`src/rtl/msrh_disp_fifo.sv`:
```
// Group-granular dispatch FIFO between rename and the schedulers/ROB allocation.
// MSRH_DISP_FIFO_BYPASS_EN enables an empty-FIFO same-cycle passthrough of the input group.
module msrh_disp_fifo #(
    parameter int unsigned DEPTH     = 4,
    parameter int unsigned DISP_SIZE = 2,
    parameter int unsigned VADDR_W   = 39,
    parameter int unsigned CMT_BLK_W = 4,
    parameter int unsigned DISP_W    = 64
) (
    input  logic                                 i_clk,
    input  logic                                 i_reset_n,

    input  logic                                 i_valid,
    output logic                                 o_ready,
    input  logic [VADDR_W-1:0]                   i_pc_addr,
    input  logic                                 i_is_br_included,
    input  logic [CMT_BLK_W-1:0]                 i_cmt_id,
    input  logic [DISP_SIZE-1:0][DISP_W-1:0]     i_inst,

    input  logic                                 i_flush,

    output logic                                 o_valid,
    input  logic                                 i_ready,
    output logic [VADDR_W-1:0]                   o_pc_addr,
    output logic                                 o_is_br_included,
    output logic [CMT_BLK_W-1:0]                 o_cmt_id,
    output logic [DISP_SIZE-1:0][DISP_W-1:0]     o_inst,

    output logic [$clog2(DEPTH):0]               o_count,
    output logic                                 o_full,
    output logic                                 o_empty
);

    localparam int unsigned PTR_W = $clog2(DEPTH) + 1;
    localparam int unsigned IDX_W = PTR_W - 1;
    localparam logic [PTR_W-1:0] DEPTH_CNT = PTR_W'(DEPTH);

    typedef struct packed {
        logic [VADDR_W-1:0]               pc_addr;
        logic                             is_br_included;
        logic [CMT_BLK_W-1:0]             cmt_id;
        logic [DISP_SIZE-1:0][DISP_W-1:0] inst;
    } entry_t;

    entry_t            mem_q [DEPTH];
    entry_t            in_entry;
    entry_t            head_entry;
    logic [PTR_W-1:0]  rd_ptr_q, rd_ptr_d;
    logic [PTR_W-1:0]  wr_ptr_q, wr_ptr_d;
    logic [PTR_W-1:0]  count;
    logic              full, empty;
    logic              push, pop, bypass;

    assign in_entry = '{pc_addr:        i_pc_addr,
                        is_br_included: i_is_br_included,
                        cmt_id:         i_cmt_id,
                        inst:           i_inst};

    // Pointers wrap modulo 2*DEPTH, so the difference is the occupancy directly.
    assign count = wr_ptr_q - rd_ptr_q;
    assign full  = (count == DEPTH_CNT);
    assign empty = (count == '0);

`ifdef MSRH_DISP_FIFO_BYPASS_EN
    assign bypass     = empty & i_valid & i_ready & ~i_flush;
    assign head_entry = bypass ? in_entry : mem_q[rd_ptr_q[IDX_W-1:0]];
`else
    assign bypass     = 1'b0;
    assign head_entry = mem_q[rd_ptr_q[IDX_W-1:0]];
`endif

    // Ready comes from registered state only; a pop cannot free a slot for the same cycle.
    assign push = i_valid & ~full & ~i_flush & ~bypass;
    assign pop  = ~empty & ~i_flush & i_ready;

    always_comb begin
        rd_ptr_d = rd_ptr_q;
        wr_ptr_d = wr_ptr_q;
        if (i_flush) begin
            rd_ptr_d = '0;
            wr_ptr_d = '0;
        end else begin
            if (push) wr_ptr_d = wr_ptr_q + 1'b1;
            if (pop)  rd_ptr_d = rd_ptr_q + 1'b1;
        end
    end

    always_ff @(posedge i_clk or negedge i_reset_n) begin
        if (!i_reset_n) begin
            rd_ptr_q <= '0;
            wr_ptr_q <= '0;
        end else begin
            rd_ptr_q <= rd_ptr_d;
            wr_ptr_q <= wr_ptr_d;
        end
    end

    always_ff @(posedge i_clk) begin
        if (push) mem_q[wr_ptr_q[IDX_W-1:0]] <= in_entry;
    end

    assign o_ready          = ~full;
    assign o_valid          = (~empty & ~i_flush) | bypass;
    assign o_pc_addr        = head_entry.pc_addr;
    assign o_is_br_included = head_entry.is_br_included;
    assign o_cmt_id         = head_entry.cmt_id;
    assign o_inst           = head_entry.inst;
    assign o_count          = count;
    assign o_full           = full;
    assign o_empty          = empty;

endmodule

```
`config.mk`:
```
export PLATFORM = sky130hd
export DESIGN_NAME = msrh_disp_fifo
export DESIGN_NICKNAME = d
export VERILOG_FILES = /design/src/rtl/msrh_disp_fifo.sv
export SDC_FILE = /design/constraint.sdc
export NUM_CORES = 1
export LEC_CHECK = 0
export BUFFER_PORTS_ARGS = -buffer_cell sky130_fd_sc_hd__buf_4
export CORE_MARGIN = 3
export CORE_UTILIZATION = 48
export CTS_CLUSTER_SIZE = 8
export DETAILED_ROUTE_END_ITERATION = 10
export GPL_TIMING_DRIVEN = 0
export PLACE_DENSITY_LB_ADDON = 0.12
export REMOVE_ABC_BUFFERS = 1
export SLEW_MARGIN = 25
export SYNTH_ARGS = -nofsm -noshare
export SYNTH_HDL_FRONTEND = slang
export SYNTH_SLANG_ARGS = --single-unit
```
`constraint.sdc`:
```
create_clock -name i_clk -period 23.5 [get_ports i_clk]
set_clock_uncertainty 0.15 [all_clocks]
set_input_delay 2.35 -clock i_clk [delete_from_list [all_inputs] [get_ports i_clk]]
set_output_delay 2.35 -clock i_clk [all_outputs]
set_load 0.01 [all_outputs]
```
==> results of run 1 <==
layer usage:
metal | GRT usage | up-vias
met5 | 0 | -
li1 | - | 5159
met2 | 0.3117 | 319
met3 | 0.06338 | 86
met4 | 0.05328 | 0
met1 | 0.2375 | 6091
worst max-delay path, delay by kind of cell, from the launching register on:
family                   cells  cell delay [ns]
flip-flops                   1             0.73
buffers and inverters        3             0.50
XOR/XNOR                     1             0.32
AND/OR/NAND/NOR              2             0.19
adder cells (fa/ha/maj)      2             0.62
path summary, 6_finish.rpt:
path | to | slack (ns)
max in group asynchronous | rd_ptr_q[1] | 21.67
hold reg to reg | wr_ptr_q[1] | 0.45
min in group asynchronous | wr_ptr_q[0] | 1.39
setup reg to reg | mem_q[1][99] | 18.38
hold / removal | wr_ptr_q[1] | 0.45
setup / recovery | o_valid | 18.01
stage by stage:
step | util | setup slack (ns)
floorplan | - | 2.067
global placement | 0.5515 | -12.28
detailed placement | 0.5731 | 17.90
CTS | 0.6214 | 17.93
global route | 0.6214 | 17.81
finish | 0.6216 | 18.01
state kept, by name, indices dropped and copies added, names as in the netlist:
signal / count
mem_q: 688
rd_ptr_q: 3
wr_ptr_q: 3
power breakdown:
| part | total, W | leakage (nW) | internal (W) | switching [W] |
|---|---|---|---|---|
| logic | 0.000784 | 3.48 | 0.000414 | 0.000370 |
| registers | 0.00150 | 6.32 | 0.00147 | 0.0000355 |
| clock network | 0.00117 | 1.23 | 0.000725 | 0.000450 |
| total | 0.00346 | 11.0 | 0.00261 | 0.000855 |
placed cells by master (no fill, tap or decap), drive strengths merged, types with 3 or more instances in the layout:
| cell type | instances |
|---|---|
| mux4 | 172 |
| inv | 10 |
| buf | 469 |
| dfrtp | 6 |
| nand2 | 3 |
| ha | 6 |
| clkbuf | 109 |
| edfxtp | 688 |
| nor2 | 8 |
| nor2b | 3 |
| nand2b | 4 |
| nor3b | 4 |
| diode | 4 |
| mux2 | 4 |
cell type report:
type,count,area [sq um],share of cell area
sequential,694,20820,0.6462
multi-input combinational,214,4248,0.1319
timing repair buffer,469,3755,0.1166
clock buffer,109,2472,0.07675
tap,680,850.8,0.02641
clock inverter,4,35.03,0.001088
inverter,6,25.02,0.0007768
antenna,4,10.01,0.0003107
cells by family (layout without fill, tap and decap cells):
| group | count (synthesis) | count (layout) | share of synthesized area |
|---|---|---|---|
| xor gates and xnor gates | 1 | 1 | 0.0009380 |
| AOI/OAI and AO/OA | 5 | 5 | 0.001629 |
| muxes | 178 | 178 | 0.1557 |
| adders and majority gates | 7 | 7 | 0.003752 |
| DFF | 694 | 694 | 0.8212 |
| and+or+nand+nor | 23 | 23 | 0.004790 |
| buffers and inverters | 46 | 588 | 0.01195 |
| other | 0 | 4 | 0 |
==> results by group, run 1 <==
Hold path
  • Class of the tightest hold or removal check: reg2reg
  • Worst hold path depth: 2
  • Hold Path Origin: wr_ptr_q[1]

Place
  • Estimated wirelength of the detail-placed design: 36770 microns
  • Port Buf Inserts: 355
  • Post-placement cell count: 2063
  • Post-detailed-placement cell area: 29700 sq um
  • Last weighted congestion value of the routability-driven placer: ~0.7

Clock network
  • Worst-skew pair later-pin latency: 0.61 ns
  • Clock transition time at the flip-flop clock pins of the worst setup and hold paths: 0.05 ns
  • TritonCTS clock tree: built
  • Post-cts resize count: 0
  • Number of buffers between clock root and the deepest sink: 3
  • Post-CTS Hold Fix Bufs: 0
  • Cell at the root of the clock tree: sky130_fd_sc_hd__clkbuf_16
  • TritonCTS Buffers: 96
  • H-Tree Depth: 3
  • Post-CTS Setup Repair Bufs: 0
  • Number of sinks on the clock net: 694

Setup path
  • Arrival time of data at the critical path endpoint: ~3 ns
  • Critical path required time: between 20 and 25 ns
  • Highest fanout seen on the critical path: 32
  • Maximum single-stage delay on the critical path: roughly 0.73 ns
  • Depth of the worst register-to-register path: 17
  • Cell occurring most often along the worst timing path: sky130_fd_sc_hd__nor2_1
  • Startpoint Class: flop
  • Chain of cells forming the critical path: buf_16, ha_1, fa_1, xnor3_2, inv_4, nor2_1, nor2_1, buf_4
  • Type of element capturing the critical path: output pin
  • Critical Path Start: rd_ptr_q[0]
  • Origin of the critical flop-to-flop path: rd_ptr_q[0]
  • Cell with the biggest individual delay on the critical path: sky130_fd_sc_hd__dfrtp_4
  • Critical path class: reg2out

GRT
  • Global route total overflow: 0
  • Number of antenna violations at the first check in global routing: 3
  • Via count of the first global-routing pass: 12580
  • Total global routing track utilization: 0.1875
  • Wire length of the first global-routing pass: 78370 microns
  • Maximum number of pins on one net before global-route repair: 44

Yosys
  • Top cells by area in the synthesized netlist: sky130_fd_sc_hd__edfxtp_1, sky130_fd_sc_hd__mux4_2, sky130_fd_sc_hd__buf_6, sky130_fd_sc_hd__dfrtp_1, sky130_fd_sc_hd__ha_1
  • Dominant register cell in the synthesized netlist: sky130_fd_sc_hd__edfxtp_1
  • Count leader, synth: sky130_fd_sc_hd__edfxtp_1
  • Number of synthesized register bits: 694
  • Most numerous cell types in the synthesized netlist: sky130_fd_sc_hd__edfxtp_1, sky130_fd_sc_hd__mux4_2, sky130_fd_sc_hd__buf_6, sky130_fd_sc_hd__clkbuf_1, sky130_fd_sc_hd__buf_1
  • Number of unique standard cell types used by synthesis: 26
  • Number of synthesized flops with an enable pin: 688
  • Gate count of the mapped netlist: 954
  • Number of warnings issued by yosys: 0
  • Average size of a mapped cell: approximately 27 sq um
  • Cell Area, Synth: 25340 sq um
  • Share of synthesized flip-flops with an asynchronous set or reset: 0.008646
  • Fraction of synthesized cell area taken by the top area cell type: 0.8153
  • Cell type with the largest total area after synthesis: sky130_fd_sc_hd__edfxtp_1
  • Share of synthesized area occupied by flip-flops and latches: 0.8212

Routing
  • Starting DRT DRC Count: approximately 580
  • Vias: between 10000 and 15000
  • Detail-routed net length per standard cell: between 20 and 25 microns
  • Routed metal-1 wire length: 20210 microns
  • Remaining design rule violation count: 0
  • Topmost layer with routed signal wires: met4
  • Detailed-route wire length: 51440 microns
  • Vias per cell: 5.346
  • Number of nets with antenna violations after detailed routing: 0
  • Detail Route met3 WL: 3737 microns
  • Detailed-routed wire length on met2: 26360 microns
  • Count of TritonRoute iterations in the first routing pass: 4

Timing
  • FMAX: 0.1823 GHz
  • Final setup violation count: 0
  • RSZ-0062 raised after global routing: false
  • Fin Hold WS: roughly 0.45 ns
  • Transition time at the pin with the least slew margin: 0.7835 ns
  • Worst-case headroom to the max-slew limit: 0.4754
  • Fin crit share: 0.2334
  • Shortest period the worst path allows: roughly 5.5 ns
  • Setup TNS: 0 ns
  • Fin. max-slew vios: 0
  • Number of failing hold endpoints at the final stage: 0

Layout
  • Area overhead of the layout relative to synthesis: 27.12%
  • Number of standard cells in the layout, taps in and fillers out: 2180
  • Post-route design area: 32210 sq um
  • Fill cell count: 3582
  • Nets@finish: ~1700
  • Layout cells sized above 1: 0.5060

Die
  • I/O Pins: 356
  • Initial standard-cell utilization of the core: 0.4890
  • Die footprint: between 50000 and 60000 sq um
  • Placeable core region: between 50000 and 60000 sq um
  • Die H: roughly 240 microns
  • Standard-cell row count: 83
  • Die Wd: 235.8 microns

Power and ir drop
  • Max rail drop VDD: roughly 0.076 mV
  • Leak pwr: 11.03 nW
  • Tot Pwr: 0.003461 W
  • Pwr dens: about 110 nW/um^2

Status
  • Result of the run: finished clean

Job
  • Max cap viols: 0
No activity file was read; power rests on OpenSTA's default activity.
==> run 2: changes to the inputs <==
--- a/config.mk
+++ b/config.mk
@@ -5,6 +5,7 @@
 export SDC_FILE = /design/constraint.sdc
 export NUM_CORES = 1
 export LEC_CHECK = 0
+export ABC_AREA = 1
 export BUFFER_PORTS_ARGS = -buffer_cell sky130_fd_sc_hd__buf_4
 export CORE_MARGIN = 3
 export CORE_UTILIZATION = 48
==> constraint.sdc (replaced) <==
create_clock -name i_clk -period 5.23 [get_ports i_clk]
set_clock_uncertainty 0.15 [all_clocks]
set_input_delay 0.523 -clock i_clk [delete_from_list [all_inputs] [get_ports i_clk]]
set_output_delay 0.523 -clock i_clk [all_outputs]
set_load 0.01 [all_outputs]
==> run 2 against run 1 <==
Count of clock-buffer cells in the layout is 3 lower; flip-flop and latch count stayed put; area after synthesis is 1.7% higher; non-clock buffer count is 114 higher; sequential power grew to 4.5 times the previous value; cell area is 7.0% higher; global-route usage is 2.9 points higher; sequential share of layout area is 4.2 points lower; critical path depth is 8 higher; critical endpoint is now mem_q[0][58]; largest power group unchanged.
==> results by group, run 2 <==
Status
  • Result of the run: finished clean

GRT
  • Number of antenna violations at the first check in global routing: 6 (+3)
  • Global route total overflow: 0 (unchanged)
  • Total global routing track utilization: 0.2164 (+0.02888)
  • Via count of the first global-routing pass: 16360 (+30%)
  • Wire length of the first global-routing pass: 94280 microns (+20%)
  • Maximum number of pins on one net before global-route repair: 124 (+180%)

Routing
  • Vias: 16420 (+41%)
  • Vias per cell: 5.467 (+2.3%)
  • Detail Route met3 WL: 4658 microns (+25%)
  • Remaining design rule violation count: 0 (unchanged)
  • Detailed-routed wire length on met2: 30100 microns (+14%)
  • Starting DRT DRC Count: 983 (+68%)
  • Number of nets with antenna violations after detailed routing: 0 (unchanged)
  • Routed metal-1 wire length: 25370 microns (+26%)
  • Detailed-route wire length: 61620 microns (+20%)
  • Topmost layer with routed signal wires: met5
  • Detail-routed net length per standard cell: 20.51 microns (-13%)
  • Count of TritonRoute iterations in the first routing pass: 5 (+1)

Timing
  • Transition time at the pin with the least slew margin: 0.5853 ns (-0.1981 ns)
  • FMAX: 0.2234 GHz
  • Fin Hold WS: 0.05551 ns (-0.3940 ns)
  • Shortest period the worst path allows: 4.477 ns
  • Fin crit share: 0.8560
  • Setup TNS: 0 ns (unchanged)
  • Number of failing hold endpoints at the final stage: 0 (unchanged)
  • RSZ-0062 raised after global routing: false
  • Setup slack after layout: 0.7531 ns (-17.26 ns)
  • Fin. max-slew vios: 0 (unchanged)
  • Final setup violation count: 0 (unchanged)
  • Worst-case headroom to the max-slew limit: 0.6088 (+0.1334)

Die
  • Initial standard-cell utilization of the core: 0.4873 (-0.001688)
  • Die Wd: 237.7 microns (+0.81%)
  • Die H: 237.7 microns (+0.81%)
  • Die footprint: 56490 sq um (+1.6%)
  • Standard-cell row count: 84 (+1.2%)
  • Placeable core region: 52870 sq um (+2.0%)
  • I/O Pins: 356 (unchanged)

Yosys
  • Average size of a mapped cell: 14.89 sq um (-44%)
  • Dominant register cell in the synthesized netlist: sky130_fd_sc_hd__edfxtp_1
  • Number of synthesized register bits: 694 (unchanged)
  • Number of unique standard cell types used by synthesis: 19 (-27%)
  • Cell Area, Synth: 25760 sq um (+1.7%)
  • Cell type with the largest total area after synthesis: sky130_fd_sc_hd__edfxtp_1
  • Number of warnings issued by yosys: 0 (unchanged)
  • Count leader, synth: sky130_fd_sc_hd__edfxtp_1
  • Number of synthesized flops with an enable pin: 688 (unchanged)
  • Top cells by area in the synthesized netlist: sky130_fd_sc_hd__edfxtp_1, sky130_fd_sc_hd__o21ai_0, sky130_fd_sc_hd__nor2_1, sky130_fd_sc_hd__o22ai_1, sky130_fd_sc_hd__clkbuf_1
  • Fraction of synthesized cell area taken by the top area cell type: 0.8019 (-0.01334)
  • Most numerous cell types in the synthesized netlist: sky130_fd_sc_hd__edfxtp_1, sky130_fd_sc_hd__nor2_1, sky130_fd_sc_hd__o21ai_0, sky130_fd_sc_hd__o22ai_1, sky130_fd_sc_hd__clkbuf_1
  • Share of synthesized flip-flops with an asynchronous set or reset: 0.008646 (unchanged)
  • Share of synthesized area occupied by flip-flops and latches: 0.8078 (-0.01344)
  • Gate count of the mapped netlist: 1730 (+81%)

Clock network
  • Cell at the root of the clock tree: sky130_fd_sc_hd__clkbuf_16
  • Post-cts resize count: 0 (unchanged)
  • Number of sinks on the clock net: 694 (unchanged)
  • TritonCTS Buffers: 96 (unchanged)
  • Number of buffers between clock root and the deepest sink: 3 (unchanged)
  • H-Tree Depth: 3 (unchanged)
  • TritonCTS clock tree: built
  • Clock transition time at the flip-flop clock pins of the worst setup and hold paths: 0.06 ns (about the same)
  • Worst-skew pair later-pin latency: 0.63 ns (+0.02 ns)

Layout
  • Commonest non-fill, non-tap cell in the layout: sky130_fd_sc_hd__edfxtp_1
  • Area overhead of the layout relative to synthesis: 33.84%
  • Fill cell count: 3744 (+4.5%)
  • Layout cells sized above 1: 0.2250 (-0.2810)
  • Top library cells by usage in the layout, fill and taps aside: sky130_fd_sc_hd__edfxtp_1, sky130_fd_sc_hd__buf_4, sky130_fd_sc_hd__nor2_1
  • Max FFs per register: 688 (unchanged)
  • Nets@finish: 2481 (+49%)

Setup path
  • Type of element capturing the critical path: flop
  • Critical path class: reg2reg
  • Arrival time of data at the critical path endpoint: 4.65 ns (+1.66 ns)
  • Startpoint Class: flop
  • Critical path required time: 5.40 ns (-15.60 ns)
  • Highest fanout seen on the critical path: 39 (+22%)

Place
  • Post-placement worst setup slack: 0.8656 ns (-17.04 ns)
  • Estimated wirelength of the detail-placed design: 36840 microns (+0.20%)
  • Last weighted congestion value of the routability-driven placer: 0.7587 (+8.0%)
  • Port Buf Inserts: 355 (unchanged)

Hold path
  • Class of the tightest hold or removal check: in2reg

Power and ir drop
  • Pwr dens: 494.2 nW/um^2 (+360%)
  • Leak pwr: 12.20 nW (+11%)
  • Tot Pwr: 0.01704 W (+390%)
  • Max rail drop VDD: 0.3404 mV (+350%)

Job
  • Max cap viols: 0 (unchanged)
==> run 2: routing by layer <==
metal | vias up | GRT usage
met3 | 105 | 0.06648
met5 | - | 0
met4 | 2 | 0.06840
met1 | 8157 | 0.2809
li1 | 7672 | -
met2 | 488 | 0.3528
==> run 2: final cells by class <==
cell class              instances  area, sq um  share of cell area
diodes                          5        12.51           0.0003629
clock buffers                 106         2482             0.07199
clock inverters                 6        77.57            0.002250
inverters                      18        80.08            0.002322
multi-input cells             904         4389              0.1273
flip-flops and latches        694        20820              0.6037
well taps                     688        860.8             0.02497
repair buffers                583         5761              0.1671
==> run 2: metrics by stage <==
| stage | area (sq um) | instances | utilization |
|---|---|---|---|
| floorplan | 25240 | 1616 | - |
| global placement | 28760 | 2659 | 0.5441 |
| detailed placement | 30170 | 2713 | 0.5706 |
| CTS | 34470 | 2999 | 0.6520 |
| global route | 34470 | 3001 | 0.6521 |
| finish | 34480 | 3004 | 0.6522 |
==> run 2: worst paths after layout <==
kind                              from           end  slack (ns)  depth (start not counted)
max                        rd_ptr_q[0]  mem_q[0][58]        0.75                         16
min                            i_valid   wr_ptr_q[2]        0.06                          3
max reg2reg                rd_ptr_q[0]  mem_q[0][58]        0.75                         16
min reg2reg                wr_ptr_q[1]   wr_ptr_q[1]        0.43                          2
max in group asynchronous    i_reset_n   rd_ptr_q[1]        4.70                          2
min in group asynchronous    i_reset_n   rd_ptr_q[0]        0.09                          2
==> run 2: worst max-delay path: stages, from the launching register on <==
cell and delay (ns):
sky130_fd_sc_hd__dfrtp_4 0.68, sky130_fd_sc_hd__ha_1 0.31, sky130_fd_sc_hd__fa_1 0.40, sky130_fd_sc_hd__inv_1 0.09
sky130_fd_sc_hd__nand2_1 0.08, sky130_fd_sc_hd__nand2_1 0.08, sky130_fd_sc_hd__nand2_1 0.04, sky130_fd_sc_hd__nand2_1 0.08
sky130_fd_sc_hd__inv_1 0.06, sky130_fd_sc_hd__nand2_1 0.19, sky130_fd_sc_hd__nand3_1 0.38, sky130_fd_sc_hd__nor2_4 0.60
sky130_fd_sc_hd__buf_16 0.22, sky130_fd_sc_hd__buf_16 0.18, sky130_fd_sc_hd__buf_12 0.19, sky130_fd_sc_hd__buf_16 0.18
sky130_fd_sc_hd__buf_12 0.19
==> run 2: report_power, final <==
group | total (W) | switching (W) | internal [W]
logic | 0.00493 | 0.00287 | 0.00206
clock network | 0.00537 | 0.00208 | 0.00329
registers | 0.00673 | 0.000133 | 0.00660
total | 0.0170 | 0.00509 | 0.0119
==> run 2: what timing repair did <==
item,CTS,global route
setup buffers,0,0
hold buffers,174,0
hold endpoints to repair,695,0
==> run 2: kinds of logic after synthesis <==
| family | count (synthesis) | synth area share |
|---|---|---|
| and+or+nand+nor | 379 | 0.05624 |
| AOI/OAI and AO/OA | 516 | 0.1086 |
| DFF | 694 | 0.8078 |
| adders and majority gates | 7 | 0.003691 |
| xor gates and xnor gates | 2 | 0.0006801 |
| buffers and inverters | 132 | 0.02302 |
